File: src/rtl/flex_down_counter.sv
// flex_down_counter: loadable down counter with one-shot and periodic modes.
// IDLE -> (load) -> RUN -> (expiry) -> DONE (one-shot) or RUN (periodic).
// Optional feature macro: FLEX_DOWN_COUNTER_EXPIRE_CNT_EN adds a saturating
// 8-bit count of expiry pulses on output expire_cnt.
// state_dbg exposes the FSM state encoding (IDLE=0, RUN=1, DONE=2).
// Input priority each cycle: rst > clear > load > count_enable.
module flex_down_counter #(
    parameter int NUM_CNT_BITS = 4
) (
    input  logic                    clk,
    input  logic                    rst,
    input  logic                    clear,
    input  logic                    load,
    input  logic [NUM_CNT_BITS-1:0] load_val,
    input  logic                    count_enable,
    input  logic                    auto_reload,
    output logic [NUM_CNT_BITS-1:0] count_out,
    output logic                    expire_flag,
    output logic                    done,
    output logic                    busy,
    output logic [1:0]              state_dbg
`ifdef FLEX_DOWN_COUNTER_EXPIRE_CNT_EN
    ,
    output logic [7:0]              expire_cnt
`endif
);

    typedef enum logic [1:0] {
        ST_IDLE = 2'd0,
        ST_RUN  = 2'd1,
        ST_DONE = 2'd2
    } state_t;

    localparam logic [NUM_CNT_BITS-1:0] CNT_ZERO = '0;
    localparam logic [NUM_CNT_BITS-1:0] CNT_ONE  = {{(NUM_CNT_BITS-1){1'b0}}, 1'b1};

    state_t                  r_state;
    logic [NUM_CNT_BITS-1:0] r_count;
    logic [NUM_CNT_BITS-1:0] r_reload;
    logic                    r_expire;
    logic                    r_done;

    state_t                  w_state_nxt;
    logic [NUM_CNT_BITS-1:0] w_count_nxt;
    logic [NUM_CNT_BITS-1:0] w_reload_nxt;
    logic                    w_expire_nxt;
    logic                    w_done_nxt;

    // State and registered outputs; rst overrides everything.
    always_ff @(posedge clk) begin
        if (rst) begin
            r_state  <= ST_IDLE;
            r_count  <= CNT_ZERO;
            r_reload <= CNT_ZERO;
            r_expire <= 1'b0;
            r_done   <= 1'b0;
        end else begin
            r_state  <= w_state_nxt;
            r_count  <= w_count_nxt;
            r_reload <= w_reload_nxt;
            r_expire <= w_expire_nxt;
            r_done   <= w_done_nxt;
        end
    end

    // Next-state decode: clear > load > count_enable; enable only acts in RUN.
    always_comb begin
        w_state_nxt  = r_state;
        w_count_nxt  = r_count;
        w_reload_nxt = r_reload;
        w_expire_nxt = 1'b0;
        if (clear) begin
            w_state_nxt = ST_IDLE;
            w_count_nxt = CNT_ZERO;
        end else if (load) begin
            // A zero load parks the counter without signalling an expiry.
            if (load_val != CNT_ZERO) begin
                w_state_nxt  = ST_RUN;
                w_count_nxt  = load_val;
                w_reload_nxt = load_val;
            end else begin
                w_state_nxt = ST_IDLE;
                w_count_nxt = CNT_ZERO;
            end
        end else if (count_enable && (r_state == ST_RUN)) begin
            if (r_count > CNT_ONE) begin
                w_count_nxt = r_count - CNT_ONE;
            end else if (r_count == CNT_ONE) begin
                w_expire_nxt = 1'b1;
                if (auto_reload) begin
                    w_count_nxt = r_reload;
                end else begin
                    w_state_nxt = ST_DONE;
                    w_count_nxt = CNT_ZERO;
                end
            end
        end
        w_done_nxt = (w_state_nxt == ST_DONE);
    end

    assign count_out   = r_count;
    assign expire_flag = r_expire;
    assign done        = r_done;
    assign busy        = (r_state == ST_RUN);
    assign state_dbg   = r_state;

`ifdef FLEX_DOWN_COUNTER_EXPIRE_CNT_EN
    logic [7:0] r_xcnt;

    // Saturating expiry counter, updated in step with expire_flag; load keeps it.
    always_ff @(posedge clk) begin
        if (rst || clear) begin
            r_xcnt <= 8'd0;
        end else if (w_expire_nxt && (r_xcnt != 8'd255)) begin
            r_xcnt <= r_xcnt + 8'd1;
        end
    end

    assign expire_cnt = r_xcnt;
`endif

endmodule

File: config.mk
export PLATFORM = sky130hd
export DESIGN_NAME = flex_down_counter
export DESIGN_NICKNAME = d
export VERILOG_FILES = /design/src/rtl/flex_down_counter.sv
export SDC_FILE = /design/constraint.sdc
export NUM_CORES = 1
export LEC_CHECK = 0
export BUFFER_PORTS_ARGS = -buffer_cell sky130_fd_sc_hd__clkbuf_2
export CAP_MARGIN = 20
export CELL_PAD_IN_SITES_DETAIL_PLACEMENT = 1
export CELL_PAD_IN_SITES_GLOBAL_PLACEMENT = 1
export CORE_MARGIN = 2
export CORE_UTILIZATION = 37
export DETAILED_ROUTE_END_ITERATION = 12
export PLACE_DENSITY = 0.82
export SYNTH_ARGS = -nofsm -noshare
export SYNTH_HDL_FRONTEND = slang
export SYNTH_SLANG_ARGS = --single-unit
File: constraint.sdc
create_clock -name clk -period 1.8 [get_ports clk]
set_input_delay 0.18 -clock clk [delete_from_list [all_inputs] [get_ports clk]]
set_output_delay 0.18 -clock clk [all_outputs]
set_load 0.005 [all_outputs]
==> summary.txt, run 1 <==
Synthesis
  – Cell taking the most area after synthesis: dfxtp_1
  – Register bit total from synthesis: 12
  – Post-Syn Area: about 700 um^2
  – Sequential element share of the synthesized area: 0.342
  – Number of flops mapped to enable cells by yosys: 0
  – Synth top area share: 0.342
  – Ys async rst share: 0
  – Ys Warns: 0
  – Synthesized area per cell: just over 9 um^2
  – Post-synth top cells: 12 x dfxtp_1, 10 x nand2_1, 7 x nor2_1
  – Syn_nets: 88
  – Count of cell types in the netlist: 34
  – Post-Syn Instances: 76
  – Top cells by area, synth: dfxtp_1 34%, nand2_1 5.3%, nor2_1 3.7%, a21oi_1 3.6%, ha_1 3.6%
  – Most frequent cell after synthesis: dfxtp_1
  – Post-synth top flop: dfxtp_1

Placed design
  – Port Buffers: 18
  – Final GP Congestion: between 0.7 and 0.8
  – Hpwl dp: between 1 and 1.5 mm

Global route
  – Largest net degree at the start of global routing: 10
  – First-pass GRT wire length: around 2.6 mm
  – Gr ovfl total: 0
  – Antenna violations before repair: 0
  – Gr usage total: 0.161
  – Vias in the first global route: ~600
  – Met1 Use GR: 0.217
  – Top Usage Layer GRT: met2
  – Met3 Usage GRT: 0.0340
  – Met2 global-route usage: 0.243

Worst hold path
  – Min-delay worst type: primary input to register
  – Hold Path Origin: load_val[1]

Layout
  – Sequential Area: roughly 240 um^2
  – Layout fillers: around 240
  – Area of the multi-input gates: ~430 um^2
  – Nets@finish: ~110
  – Utilization after layout: 0.469
  – Layout cells sized above 1: 0.326
  – Ant. Diodes: 0
  – Synthesis-to-finish area growth: 17.8%

Timing
  – Hold slack: between 0.15 and 0.2 ns
  – Worst-margin pin slew: between 0.5 and 0.6 ns
  – Worst slew margin: 0.654
  – Endpoints failing hold: 0
  – Fmax: approximately 0.63 GHz
  – Tmin final: 1.58 ns
  – Setup-failing EPs final: 0
  – Max Transition Viols Final: 0
  – Skew final: 0.00569 ns
  – Final period util: 0.880
  – Final setup TNS: 0 ns
  – RSZ-0062 raised after global routing: false

Drt
  – WL/cell: roughly 13 um
  – DRC Markers: 0
  – Routed Antenna Nets: 0
  – Vias per inst: 5.33
  – DRT iter0 DRCs: 9
  – Drt pass-1 iters: 4
  – Via count: between 600 and 700
  – Post-Route WL: 1.57 mm

Floorplanning
  – Top Ports: 19
  – Die Ht: 47.6 um
  – Die Wd: 47.6 um
  – Die Footprint: approximately 0.0023 mm^2
  – Initial Util: 0.398
  – Cell Rows: 15
  – Core area: around 0.0018 mm^2

Clocking
  – Setup Buffers After CTS: 0
  – # clock sinks: 12
  – CTS root buf: clkbuf_4
  – Worst skew pair latency: between 0.2 and 0.3 ns
  – Post_cts resized: 0
  – # H-tree levels: 1
  – Max Root-Sink Buffers: 2
  – Hold buffers post-CTS: 0
  – CTS tree: built
  – CTS Buf Count: 3
  – Clock-pin slew on the worst setup and hold paths: 0.07 ns

Setup path
  – Slowest cell on the critical path: dfxtp_1
  – CP arrival: between 1.5 and 2 ns
  – Crit path max fanout: 7
  – Setup crit start kind: register
  – Critical Path Start: count_out[1]$_SDFFE_PP0P_
  – Top cell family by delay on the critical path: compound AO/OA/AOI/OAI gates
  – Critical path, cell by cell: inv_1, ha_1, inv_1, a31oi_4, o211ai_1, a22o_1
  – CP endpoint kind: register
  – Worst path bufs/invs: 2
  – Crit path top cell by count: inv_1
  – Setup CP Type: register to register
  – Crit-path max cell delay: approximately 0.33 ns
  – Worst r2r src: count_out[1]$_SDFFE_PP0P_
  – Critical path required time: slightly below 2 ns

Power
  – Pwr Density: 645 mW/mm^2
  – Pleak: approximately 0.35 nW
  – Peak VDD IR: about 320 uV

Run status
  – Status: finished, final reports clean

Run
  – Max-cap violations: 0
sequential cells by signal (all words and copies together) (netlist names):
name / flops
count_out: 4
done: 1
expire_flag: 1
r_reload: 4
state_dbg: 2
worst reg2reg max path, stage by stage (launching register included):
cell and delay (ns):
dfxtp_1 0.33, inv_1 0.12, ha_1 0.26, inv_1 0.14
a31oi_4 0.29, o211ai_1 0.15, a22o_1 0.19
stage by stage:
| stage | cells | cell area (um^2) | power, mW | setup WS, ns |
|---|---|---|---|---|
| after global routing | 120 | 827 | 0.569 | 0.122 |
| after CTS | 120 | 827 | 0.541 | 0.200 |
| after detailed placement | 117 | 805 | 0.377 | 0.224 |
| after global placement | 117 | 805 | 0.375 | 0.260 |
| final | 120 | 827 | 0.533 | 0.216 |
| after floorplan | 76 | 702 | 0.347 | 0.391 |
cell usage in the layout, fill, tap and decap left out, types with 2 or more instances in the layout:
| master | instances |
|---|---|
| clkbuf_2 | 18 |
| dfxtp_1 | 12 |
| nand2_1 | 10 |
| nor2_1 | 7 |
| a21oi_1 | 5 |
| inv_1 | 4 |
| nor3_1 | 4 |
| a22oi_1 | 3 |
| clkbuf_4 | 3 |
| o21ai_0 | 2 |
| mux2i_1 | 2 |
| o21a_1 | 2 |
| ha_1 | 2 |
metal layers:
layer  up-vias  wire length, um
li1        318                -
met1       296              780
met2        23              680
met3         2               93
met4         0               10
met5         -                0
power breakdown:
| group | switching, mW | total (mW) | internal [mW] |
|---|---|---|---|
| registers | 0.00877 | 0.283 | 0.274 |
| clock network | 0.0848 | 0.162 | 0.0774 |
| logic | 0.0506 | 0.0884 | 0.0378 |
| total | 0.144 | 0.533 | 0.389 |
worst paths after layout:
kind / slack, ns / cells past startpoint / to
setup / recovery: 0.22 / 6 / count_out[3]$_SDFFE_PP0P_
hold / removal: 0.17 / 3 / r_reload[1]$_SDFFE_PP0P_
setup reg to reg: 0.22 / 6 / count_out[3]$_SDFFE_PP0P_
hold reg to reg: 0.46 / 2 / r_reload[1]$_SDFFE_PP0P_
layout make-up:
type | instances | share of cell area
Sequential cell | 12 | 0.290
Inverter | 4 | 0.0182
Tap cell | 25 | 0.0378
Clock buffer | 3 | 0.0272
Timing Repair Buffer | 18 | 0.109
Multi-Input combinational cell | 58 | 0.517
cell families (layout without fill, tap and decap cells):
group	after synthesis	count (layout)	share of synthesized area
simple gates	31	31	0.275
compound gates	23	23	0.271
flops	12	12	0.342
buf+inv	6	25	0.0481
fa+ha+maj	2	2	0.0356
mux	2	2	0.0285
Note: power is estimated with default switching activity, not from simulation.
==> inputs of run 2 (changes only) <==
CORE_ASPECT_RATIO = 1.2   (was default)
==> run 2 against run 1 <==
Setup slack better by 0.015 ns. Highest routed layer unchanged. Core utilization shrank 1.6 points. Clock power up 6%. Largest power group unchanged. Clock skew decreased by 0.0041 ns. Critical path type unchanged. Critical path depth did not move.
==> summary.txt, run 2 (synthesized netlist as in run 1, its figures left out) <==
Global route
  – Gr ovfl total: 0 (unchanged)
  – First-pass GRT wire length: 2.88 mm (+12%)
  – Antenna violations before repair: 0 (unchanged)
  – Largest net degree at the start of global routing: 10 (unchanged)
  – Gr usage total: 0.173 (+0.0115)
  – Vias in the first global route: 642 (+7.7%)

Setup path
  – CP arrival: 1.75 ns (about the same)
  – R2r worst-path depth: 6 (unchanged)
  – Setup CP Type: register to register
  – Setup crit start kind: register
  – CP endpoint kind: register
  – Reg-to-reg endpoint: count_out[3]$_SDFFE_PP0P_
  – Critical path required time: 1.98 ns (+0.02 ns)
  – FF-to-FF setup slack: 0.23 ns (about the same)
  – Worst r2r src: count_out[1]$_SDFFE_PP0P_
  – Crit path max fanout: 7 (unchanged)

Power
  – Pwr Density: 662 mW/mm^2 (+2.7%)
  – Pleak: 0.349 nW (unchanged)
  – Peak VDD IR: 334 uV (+4.6%)
  – Overall Power: 0.542 mW (+1.7%)

Drt
  – Vias per inst: 5.45 (+2.3%)
  – Via count: 621 (-2.8%)
  – WL/cell: 14.1 um (+8.0%)
  – Drt pass-1 iters: 3 (-1)
  – Post-Route WL: 1.61 mm (+2.6%)
  – Routed Antenna Nets: 0 (unchanged)
  – DRT iter0 DRCs: 3 (-6)
  – DRC Markers: 0 (unchanged)

Layout
  – Ant. Diodes: 0 (unchanged)
  – Nets@finish: 109 (unchanged)
  – Layout cells sized above 1: 0.326 (unchanged)
  – Most common cell after layout, fill and taps aside: clkbuf_2
  – Most frequent cells in the layout: 18 x clkbuf_2, 12 x dfxtp_1, 10 x nand2_1, 7 x nor2_1, 5 x a21oi_1
  – Utilization after layout: 0.453 (-0.0155)
  – Cell area after layout: 820 um^2 (-0.91%)
  – Synthesis-to-finish area growth: 16.8%

Clocking
  – Max Root-Sink Buffers: 2 (unchanged)
  – Hold buffers post-CTS: 0 (unchanged)
  – # H-tree levels: 1 (unchanged)
  – CTS tree: built
  – CTS Buf Count: 3 (unchanged)
  – # clock sinks: 12 (unchanged)
  – Setup Buffers After CTS: 0 (unchanged)
  – CTS root buf: clkbuf_4
  – Worst skew pair latency: 0.28 ns (about the same)
  – Post_cts resized: 0 (unchanged)
  – Clock-pin slew on the worst setup and hold paths: 0.07 ns (about the same)

Timing
  – Final setup TNS: 0 ns (unchanged)
  – Worst slew margin: 0.637 (-0.0163)
  – Skew final: 0.00155 ns (-0.00414 ns)
  – RSZ-0062 raised after global routing: false
  – Fmax: 0.637 GHz (+0.95%)
  – Tmin final: 1.57 ns (-0.0149 ns)
  – Endpoints failing hold: 0 (unchanged)
  – Worst-margin pin slew: 0.540 ns (+0.0243 ns)
  – Final period util: 0.872 (-0.00828)
  – Max Transition Viols Final: 0 (unchanged)
  – Setup-failing EPs final: 0 (unchanged)

Placed design
  – Final GP Congestion: 0.725 (-7.8%)
  – Port Buffers: 18 (unchanged)
  – Hpwl dp: 1.29 mm (+3.9%)
  – DP Area: 797 um^2 (-0.93%)

Floorplanning
  – Cell Rows: 17 (+2)
  – Die Wd: 43.8 um (-8.0%)
  – Die Ht: 51.7 um (+8.7%)
  – Top Ports: 19 (unchanged)
  – Die Footprint: 0.00226 mm^2 (about the same)
  – Core area: 0.00181 mm^2 (+2.5%)
  – Initial Util: 0.388 (-0.00964)

Run
  – Max-cap violations: 0 (unchanged)

Worst hold path
  – Hold Path Sink: r_reload[1]$_SDFFE_PP0P_
  – Hold Path Origin: load_val[1]
  – Min-delay worst type: primary input to register
  – Worst hold path depth: 3 (unchanged)

Run status
  – Status: finished, final reports clean
[run 2: cell counts in the layout (fill, tap and decap cells not counted)]
Identical to the previous run, type by type.
[run 2: report_power, final]
| group | internal (mW) | total [mW] | leakage [nW] | switching, mW |
|---|---|---|---|---|
| sequential | 0.274 | 0.282 | 0.0977 | 0.00847 |
| clock | 0.0778 | 0.172 | 0.0138 | 0.0943 |
| combinational | 0.0378 | 0.0881 | 0.238 | 0.0503 |
[run 2: stage by stage]
step	hold slack, ns	worst slack (ns)	instances
after global placement	0.447	0.268	111
after global routing	0.175	0.108	114
final	0.155	0.231	114
after floorplan	0.296	0.391	76
after CTS	0.156	0.210	114
after detailed placement	0.450	0.248	111
[run 2: area by class of cell]
class	count	area (um^2)
clock buffer	3	22.5
fill	222	988
inverter	4	15.0
multi-input combinational	58	428
sequential	12	240
tap	19	23.8
timing repair buffer	18	90.1
[run 2: worst max-delay path, cell delays in order, from the launching register on]
cell	delay, ns
dfxtp_1	0.33
inv_1	0.12
ha_1	0.26
inv_1	0.14
a31oi_4	0.28
o211ai_1	0.15
a22o_1	0.19
[run 2: per-layer routing]
metal	track usage	wire [um]
met1	0.197	696
met2	0.297	785
met4	0.106	56
met5	0	0
met3	0.0243	68
[run 2: how the worst max path moves through the flow]
stage	startpoint	end	slack, ns	cells after the start
after floorplan	count_out[1]$_SDFFE_PP0P_	count_out[3]$_SDFFE_PP0P_	0.39	6
after global placement	count_out[1]$_SDFFE_PP0P_	count_out[3]$_SDFFE_PP0P_	0.27	6
after detailed placement	count_out[1]$_SDFFE_PP0P_	count_out[3]$_SDFFE_PP0P_	0.25	6
after CTS	count_out[1]$_SDFFE_PP0P_	count_out[3]$_SDFFE_PP0P_	0.21	6
after global routing	count_out[1]$_SDFFE_PP0P_	count_out[3]$_SDFFE_PP0P_	0.11	6
final	count_out[1]$_SDFFE_PP0P_	count_out[3]$_SDFFE_PP0P_	0.23	6
